**config.mk**
```make
export PLATFORM = sky130hd
export DESIGN_NAME = qsort_range_ctrl_flat
export DESIGN_NICKNAME = d
export VERILOG_FILES = /design/src/rtl/qsort_range_ctrl_if.sv /design/src/rtl/qsort_range_ctrl.sv /design/src/flat_wrapper.sv
export SDC_FILE = /design/constraint.sdc
export NUM_CORES = 1
export LEC_CHECK = 0
export CORE_UTILIZATION = 32
export CTS_BUF_LIST = sky130_fd_sc_hd__clkbuf_8 sky130_fd_sc_hd__clkbuf_16
export DETAILED_ROUTE_END_ITERATION = 10
export GPL_TIMING_DRIVEN = 0
export PLACE_DENSITY = 0.51
export SKIP_LAST_GASP = 1
export SLEW_MARGIN = 25
export SYNTH_ARGS = -nofsm -noshare
export SYNTH_HDL_FRONTEND = slang
export SYNTH_SLANG_ARGS = --single-unit
```
**constraint.sdc**
```tcl
create_clock -name clock -period 4 [get_ports clock]
set_input_delay 1 -clock clock [delete_from_list [all_inputs] [get_ports clock]]
set_output_delay 1 -clock clock [all_outputs]
set_load 0.005 [all_outputs]
```
**src/rtl/qsort_range_ctrl_if.sv**
```systemverilog
// Handshake bundle between the quicksort range sequencer and the partition stage.
// master: the sequencer. It issues (lo,hi) requests and receives the pivot index.
// slave : the partition stage.
interface qsort_range_ctrl_if #(
  parameter int IDX_W = 2
);
  logic             part_req_valid;
  logic             part_req_ready;
  logic [IDX_W-1:0] part_lo;
  logic [IDX_W-1:0] part_hi;
  logic             part_res_valid;
  logic [IDX_W-1:0] part_res_idx;

  modport master (
    output part_req_valid,
    output part_lo,
    output part_hi,
    input  part_req_ready,
    input  part_res_valid,
    input  part_res_idx
  );

  modport slave (
    input  part_req_valid,
    input  part_lo,
    input  part_hi,
    output part_req_ready,
    output part_res_valid,
    output part_res_idx
  );
endinterface

```
**src/rtl/qsort_range_ctrl.sv**
```systemverilog
// Quicksort range sequencer.
// Keeps a LIFO of (lo,hi) sub-ranges. It issues one partition request per range
// and pushes the left and right sub-ranges that come back from each partition.
// The right range is pushed last, so it is popped first.
// The sort ends when the LIFO is empty. It also ends when a push is needed while
// the LIFO is full; that case sets the sticky overflow flag.
// Optional feature: define QSORT_STATS_EN to add the part_count output, which counts
// accepted requests and saturates at 255.
module qsort_range_ctrl #(
  parameter int ARR_WIDTH   = 4,
  parameter int IDX_W       = 2,
  parameter int STACK_DEPTH = 4
) (
  input  logic                 clock,
  input  logic                 reset_n,
  input  logic                 start,
  qsort_range_ctrl_if.master   part,
  output logic                 busy,
  output logic                 done,
  output logic                 overflow
`ifdef QSORT_STATS_EN
  ,
  output logic [7:0]           part_count
`endif
);

  localparam int SP_W   = $clog2(STACK_DEPTH + 1);
  localparam int SIDX_W = (STACK_DEPTH > 1) ? $clog2(STACK_DEPTH) : 1;
  localparam int EXT_W  = IDX_W + 1;
  localparam logic [SP_W:0]      DEPTH_EXT = (SP_W+1)'(STACK_DEPTH);
  localparam logic [IDX_W-1:0]   LAST_IDX  = IDX_W'(ARR_WIDTH - 1);

  typedef enum logic [2:0] {
    ST_IDLE,
    ST_POP,
    ST_ISSUE,
    ST_WAIT,
    ST_PUSH,
    ST_FIN
  } state_t;

  state_t           state_q, state_d;
  logic [SP_W-1:0]  sp_q;
  logic [IDX_W-1:0] cur_lo_q, cur_hi_q, piv_q;
  logic [IDX_W-1:0] stk_lo [STACK_DEPTH];
  logic [IDX_W-1:0] stk_hi [STACK_DEPTH];

  logic [SIDX_W-1:0] top_idx, left_idx, right_idx;
  logic [IDX_W-1:0]  top_lo, top_hi;
  logic [SP_W:0]     sp_ext, right_slot;
  logic              need_left, need_right, left_fits, right_fits;
  logic              accept_start, pop_en, push_left, push_right, ovf_set;

  assign accept_start = (state_q == ST_IDLE) && start;

  // LIFO addressing and sub-range size tests.
  // The size tests use IDX_W+1 bits so that p-1 and p+1 cannot wrap.
  always_comb begin
    sp_ext     = {1'b0, sp_q};
    top_idx    = (sp_q == '0) ? '0 : SIDX_W'(sp_q - SP_W'(1));
    top_lo     = stk_lo[top_idx];
    top_hi     = stk_hi[top_idx];
    need_left  = EXT_W'(piv_q) > (EXT_W'(cur_lo_q) + EXT_W'(1));
    need_right = (EXT_W'(piv_q) + EXT_W'(1)) < EXT_W'(cur_hi_q);
    left_fits  = sp_ext < DEPTH_EXT;
    right_slot = sp_ext + {{SP_W{1'b0}}, (need_left && left_fits)};
    right_fits = right_slot < DEPTH_EXT;
    left_idx   = SIDX_W'(sp_q);
    right_idx  = SIDX_W'(right_slot);
  end

  // State register.
  always_ff @(posedge clock or negedge reset_n) begin
    if (!reset_n) state_q <= ST_IDLE;
    else          state_q <= state_d;
  end

  // Next-state logic and LIFO control strobes.
  always_comb begin
    state_d    = state_q;
    pop_en     = 1'b0;
    push_left  = 1'b0;
    push_right = 1'b0;
    ovf_set    = 1'b0;
    case (state_q)
      ST_IDLE:  if (start) state_d = ST_POP;
      ST_POP: begin
        if (sp_q == '0) begin
          state_d = ST_FIN;
        end else begin
          pop_en  = 1'b1;
          state_d = (top_lo >= top_hi) ? ST_POP : ST_ISSUE;
        end
      end
      ST_ISSUE: if (part.part_req_ready) state_d = ST_WAIT;
      ST_WAIT:  if (part.part_res_valid) state_d = ST_PUSH;
      ST_PUSH: begin
        push_left  = need_left && left_fits;
        push_right = need_right && right_fits;
        ovf_set    = (need_left && !left_fits) || (need_right && !right_fits);
        state_d    = ovf_set ? ST_FIN : ST_POP;
      end
      ST_FIN:   state_d = ST_IDLE;
      default:  state_d = ST_IDLE;
    endcase
  end

  // Stack pointer, current range, latched pivot, busy and the sticky overflow flag.
  always_ff @(posedge clock or negedge reset_n) begin
    if (!reset_n) begin
      sp_q     <= '0;
      cur_lo_q <= '0;
      cur_hi_q <= '0;
      piv_q    <= '0;
      busy     <= 1'b0;
      overflow <= 1'b0;
    end else begin
      if (accept_start) begin
        sp_q     <= SP_W'(1);
        busy     <= 1'b1;
        overflow <= 1'b0;
      end else if (pop_en) begin
        sp_q     <= sp_q - SP_W'(1);
        cur_lo_q <= top_lo;
        cur_hi_q <= top_hi;
      end else if (state_q == ST_PUSH) begin
        sp_q <= sp_q + SP_W'(push_left) + SP_W'(push_right);
      end
      if ((state_q == ST_WAIT) && part.part_res_valid) piv_q <= part.part_res_idx;
      if (ovf_set) overflow <= 1'b1;
      if (state_q == ST_FIN) busy <= 1'b0;
    end
  end

  // LIFO storage. Entries are written before they are read, so the storage has no reset.
  always_ff @(posedge clock) begin
    if (accept_start) begin
      stk_lo[SIDX_W'(0)] <= '0;
      stk_hi[SIDX_W'(0)] <= LAST_IDX;
    end
    if (push_left) begin
      stk_lo[left_idx] <= cur_lo_q;
      stk_hi[left_idx] <= piv_q - IDX_W'(1);
    end
    if (push_right) begin
      stk_lo[right_idx] <= piv_q + IDX_W'(1);
      stk_hi[right_idx] <= cur_hi_q;
    end
  end

`ifdef QSORT_STATS_EN
  // Saturating count of accepted partition requests; cleared on start.
  always_ff @(posedge clock or negedge reset_n) begin
    if (!reset_n)                                         part_count <= '0;
    else if (accept_start)                                part_count <= '0;
    else if ((state_q == ST_ISSUE) && part.part_req_ready
             && (part_count != 8'hFF))                    part_count <= part_count + 8'd1;
  end
`endif

  assign part.part_req_valid = (state_q == ST_ISSUE);
  assign part.part_lo        = cur_lo_q;
  assign part.part_hi        = cur_hi_q;
  assign done                = (state_q == ST_FIN);

endmodule

```
**src/flat_wrapper.sv**
```systemverilog
// flat-port wrapper written by rule: the top's interface ports become plain ports
module qsort_range_ctrl_flat 
#(
  parameter int ARR_WIDTH   = 4,
  parameter int IDX_W       = 2,
  parameter int STACK_DEPTH = 4
)
  (clock, reset_n, start, busy, done, overflow, part_part_req_valid, part_part_lo, part_part_hi, part_part_req_ready, part_part_res_valid, part_part_res_idx);
  qsort_range_ctrl_if #(.IDX_W(IDX_W)) part_i ();
  input  logic clock;
  input  logic reset_n;
  input  logic start;
  output logic busy;
  output logic done;
  output logic overflow;
  output wire logic [$bits(part_i.part_req_valid)-1:0] part_part_req_valid;
  output wire logic [$bits(part_i.part_lo)-1:0] part_part_lo;
  output wire logic [$bits(part_i.part_hi)-1:0] part_part_hi;
  input wire logic [$bits(part_i.part_req_ready)-1:0] part_part_req_ready;
  input wire logic [$bits(part_i.part_res_valid)-1:0] part_part_res_valid;
  input wire logic [$bits(part_i.part_res_idx)-1:0] part_part_res_idx;
  assign part_part_req_valid = part_i.part_req_valid;
  assign part_part_lo = part_i.part_lo;
  assign part_part_hi = part_i.part_hi;
  assign part_i.part_req_ready = part_part_req_ready;
  assign part_i.part_res_valid = part_part_res_valid;
  assign part_i.part_res_idx = part_part_res_idx;
  qsort_range_ctrl #(.ARR_WIDTH(ARR_WIDTH), .IDX_W(IDX_W), .STACK_DEPTH(STACK_DEPTH)) u_core (.clock(clock), .reset_n(reset_n), .start(start), .part(part_i), .busy(busy), .done(done), .overflow(overflow));
endmodule
```
==> reports/results.ini <==
[job]
maxCapViolCount=0

[setup_path]
critPathCaptureType=flip-flop
worstSetupPathType=flip-flop to flip-flop
crit_fanout=5
startpoint=u_core.part.part_lo[0]$_DFFE_PN0P_
worstPathArrival_ns=3.93
startpoint_type=flip-flop
reg2reg_from=u_core.part.part_lo[0]$_DFFE_PN0P_
cp_data_required_time_ns=4.16

[routing]
drt_iter0_markers=31
via_per_inst=4.90
drt-wirelength-per-cell_um=14.3
drt-total-wl_um=3760
firstDrtPassIters=4
drc_errors=0
ant_nets=0
num_vias=1288

[floorplan]
die_h_um=76.1
fp.dieW_um=76.1
dieArea_um2=5800
rows=26
initial_core_util_pct=33.8
core-area_um2=5200
top_level_ports=15

[power_and_ir_drop]
p_per_area_nw_per_um2=839
p_leak_nw=0.858
ir_drop_mv=0.370

[sta]
finalSetupViolations=0
fmax_ghz=0.265
fin_crit_sh_pct=94.4
tightest_slew_ns=0.654
finClkSkew_ns=0.00782
grt_setup_unrepaired=false
slew_headroom_pct=56.3
finalHoldViolations=0
min_period_ns=3.78
slew_violations=0

[finish]
fin_area_um2=2150
drive_gt1_share_pct=11.9
area_growth_pct=22.3
final_common_cell=edfxtp_1
fin_util_pct=41.3
num-nets-final=212
insertedDiodeCount=0
final_cell_mix=16 x edfxtp_1, 14 x o21ai_0, 14 x clkdlybuf4s50_1

[logic_synthesis]
yosysWarnings=0
synth_cell_types=39
synth_nets=190
yosysSeqAreaShare_pct=47.2
avgSynthCellArea_um2=10.3
syn_inst=170
synth_area_um2=1760
synth_edf_count=16
synth_flop_cell=edfxtp_1
synth_seq_cells=30
async_flop_share_pct=46.7

[place]
port_buffers=14
placed_cell_area_um2=1990
gp_congestion=0.772
post-dp-hpwl_um=2900

[cts]
max-clock-path-buffers=2
cts_root_buffer=clkbuf_8
path_clk_slew_ns=0.07
postCtsHoldBufs=0
cts-buffers-inserted=5
htreeDepth=2
cts_tree=built
worstSkewPairLatency_ns=0.28
clkSinkCount=30

[outcome]
run_status=completed

[global_route]
antenna_found_initial=0
grt-ovfl-total=0
grt_start_max_net_pins=15
grt_pass1_wl_um=6290
grt_usage_pct=14.2
grt_pass1_vias=1248

[min_path]
min_path_type=flip-flop to flip-flop
holdCritStartpoint=u_core.overflow$_DFFE_PN0P_

[cell families after synthesis]
kind of cell	count (synthesis)	synth area share (%)
xor gates and xnor gates	2	0.996
muxes	12	7.33
buffers and inverters	19	4.34
AOI/OAI and AO/OA	38	13.3
and+or+nand+nor	56	17.1
DFF	30	47.2
adders and majority gates	13	9.67
[routing by layer]
metal  share of wire (%)  track usage, %  vias up
li1                    -               -      657
met1                  48            18.2      610
met2                  48            23.4       16
met3                 2.9            3.71        5
met4                 1.4            4.62        0
met5                   0               0        -
[Yosys cell counts (5+ instances only)]
library cell	n	area [um2]
nor3_1	6	30.0
mux2i_1	5	50.1
ha_1	12	150
o21ai_0	15	75.1
clkbuf_1	5	18.8
a21oi_1	8	40.0
mux2_2	7	78.8
edfxtp_1	16	480
nor2_1	13	48.8
nand2_1	9	33.8
dfrtp_1	14	350
inv_1	12	45.0
[flip-flops by register name, indices dropped and copies added (netlist names)]
signal,cells
u_core.part.part_hi,2
u_core.sp_q,3
u_core.state_q,3
u_core.busy,1
u_core.overflow,1
u_core.stk_hi,8
u_core.part.part_lo,2
u_core.stk_lo,8
u_core.piv_q,2
[layout make-up]
class,instances,area [um2]
sequential,30,832
fill,524,3050
tap,70,87.6
buffer,6,26.3
clock inverter,3,63.8
multi-input combinational,121,860
inverter,12,45.0
timing repair buffer,16,168
clock buffer,5,68.8
[metrics by stage]
stage | total power, mW | setup TNS (ns) | cells | hold WS [ns] | setup WS (ns)
after floorplan | 1.15 | 0 | 170 | 0.471 | 0.133
after detailed placement | 1.43 | -0.619 | 254 | 0.478 | -0.253
after CTS | 1.82 | 0 | 261 | 0.495 | 0.0232
after global routing | 1.99 | 0 | 263 | 0.525 | 0.00753
after global placement | 1.41 | -0.326 | 254 | 0.464 | -0.166
final | 1.80 | 0 | 263 | 0.492 | 0.222
[worst max-delay path, cell delays in order, from the launching register on]
cell and delay, ns:
dfrtp_2 0.43, ha_1 0.29, inv_1 0.04, ha_1 0.28
a21oi_1 0.20, o21ai_2 0.11, nor2_1 0.15, ha_1 0.19
ha_1 0.17, and2_4 0.15, a21oi_2 0.06, or4_4 0.47
xnor2_1 0.15, ha_1 0.20, o21bai_1 0.15, ha_1 0.27
a22o_1 0.20, nand2_1 0.06, o21ai_0 0.07
[timing repair]
item	in CTS	in global routing
endpoints found under the hold margin	0	0
resized for setup	2	2
buffers inserted	0	2
setup endpoints to repair	6	10
pin swaps	0	1
[power by group]
group / internal, mW / leakage (nW) / switching (mW)
Combinational: 0.422 / 0.482 / 0.519
Clock: 0.246 / 0.0658 / 0.115
Sequential: 0.414 / 0.311 / 0.0886
[worst paths after layout]
kind / end / slack, ns / depth (start not counted)
hold reg to reg: u_core.overflow$_DFFE_PN0P_ / 0.49 / 2
min in group asynchronous: u_core.overflow$_DFFE_PN0P_ / 1.12 / 1
hold / removal: u_core.overflow$_DFFE_PN0P_ / 0.49 / 2
max in group asynchronous: u_core.part.part_lo[0]$_DFFE_PN0P_ / 2.42 / 1
setup / recovery: u_core.sp_q[1]$_DFFE_PN0P_ / 0.22 / 18
setup reg to reg: u_core.sp_q[1]$_DFFE_PN0P_ / 0.22 / 18
Note: power is estimated with default switching activity, not from simulation.
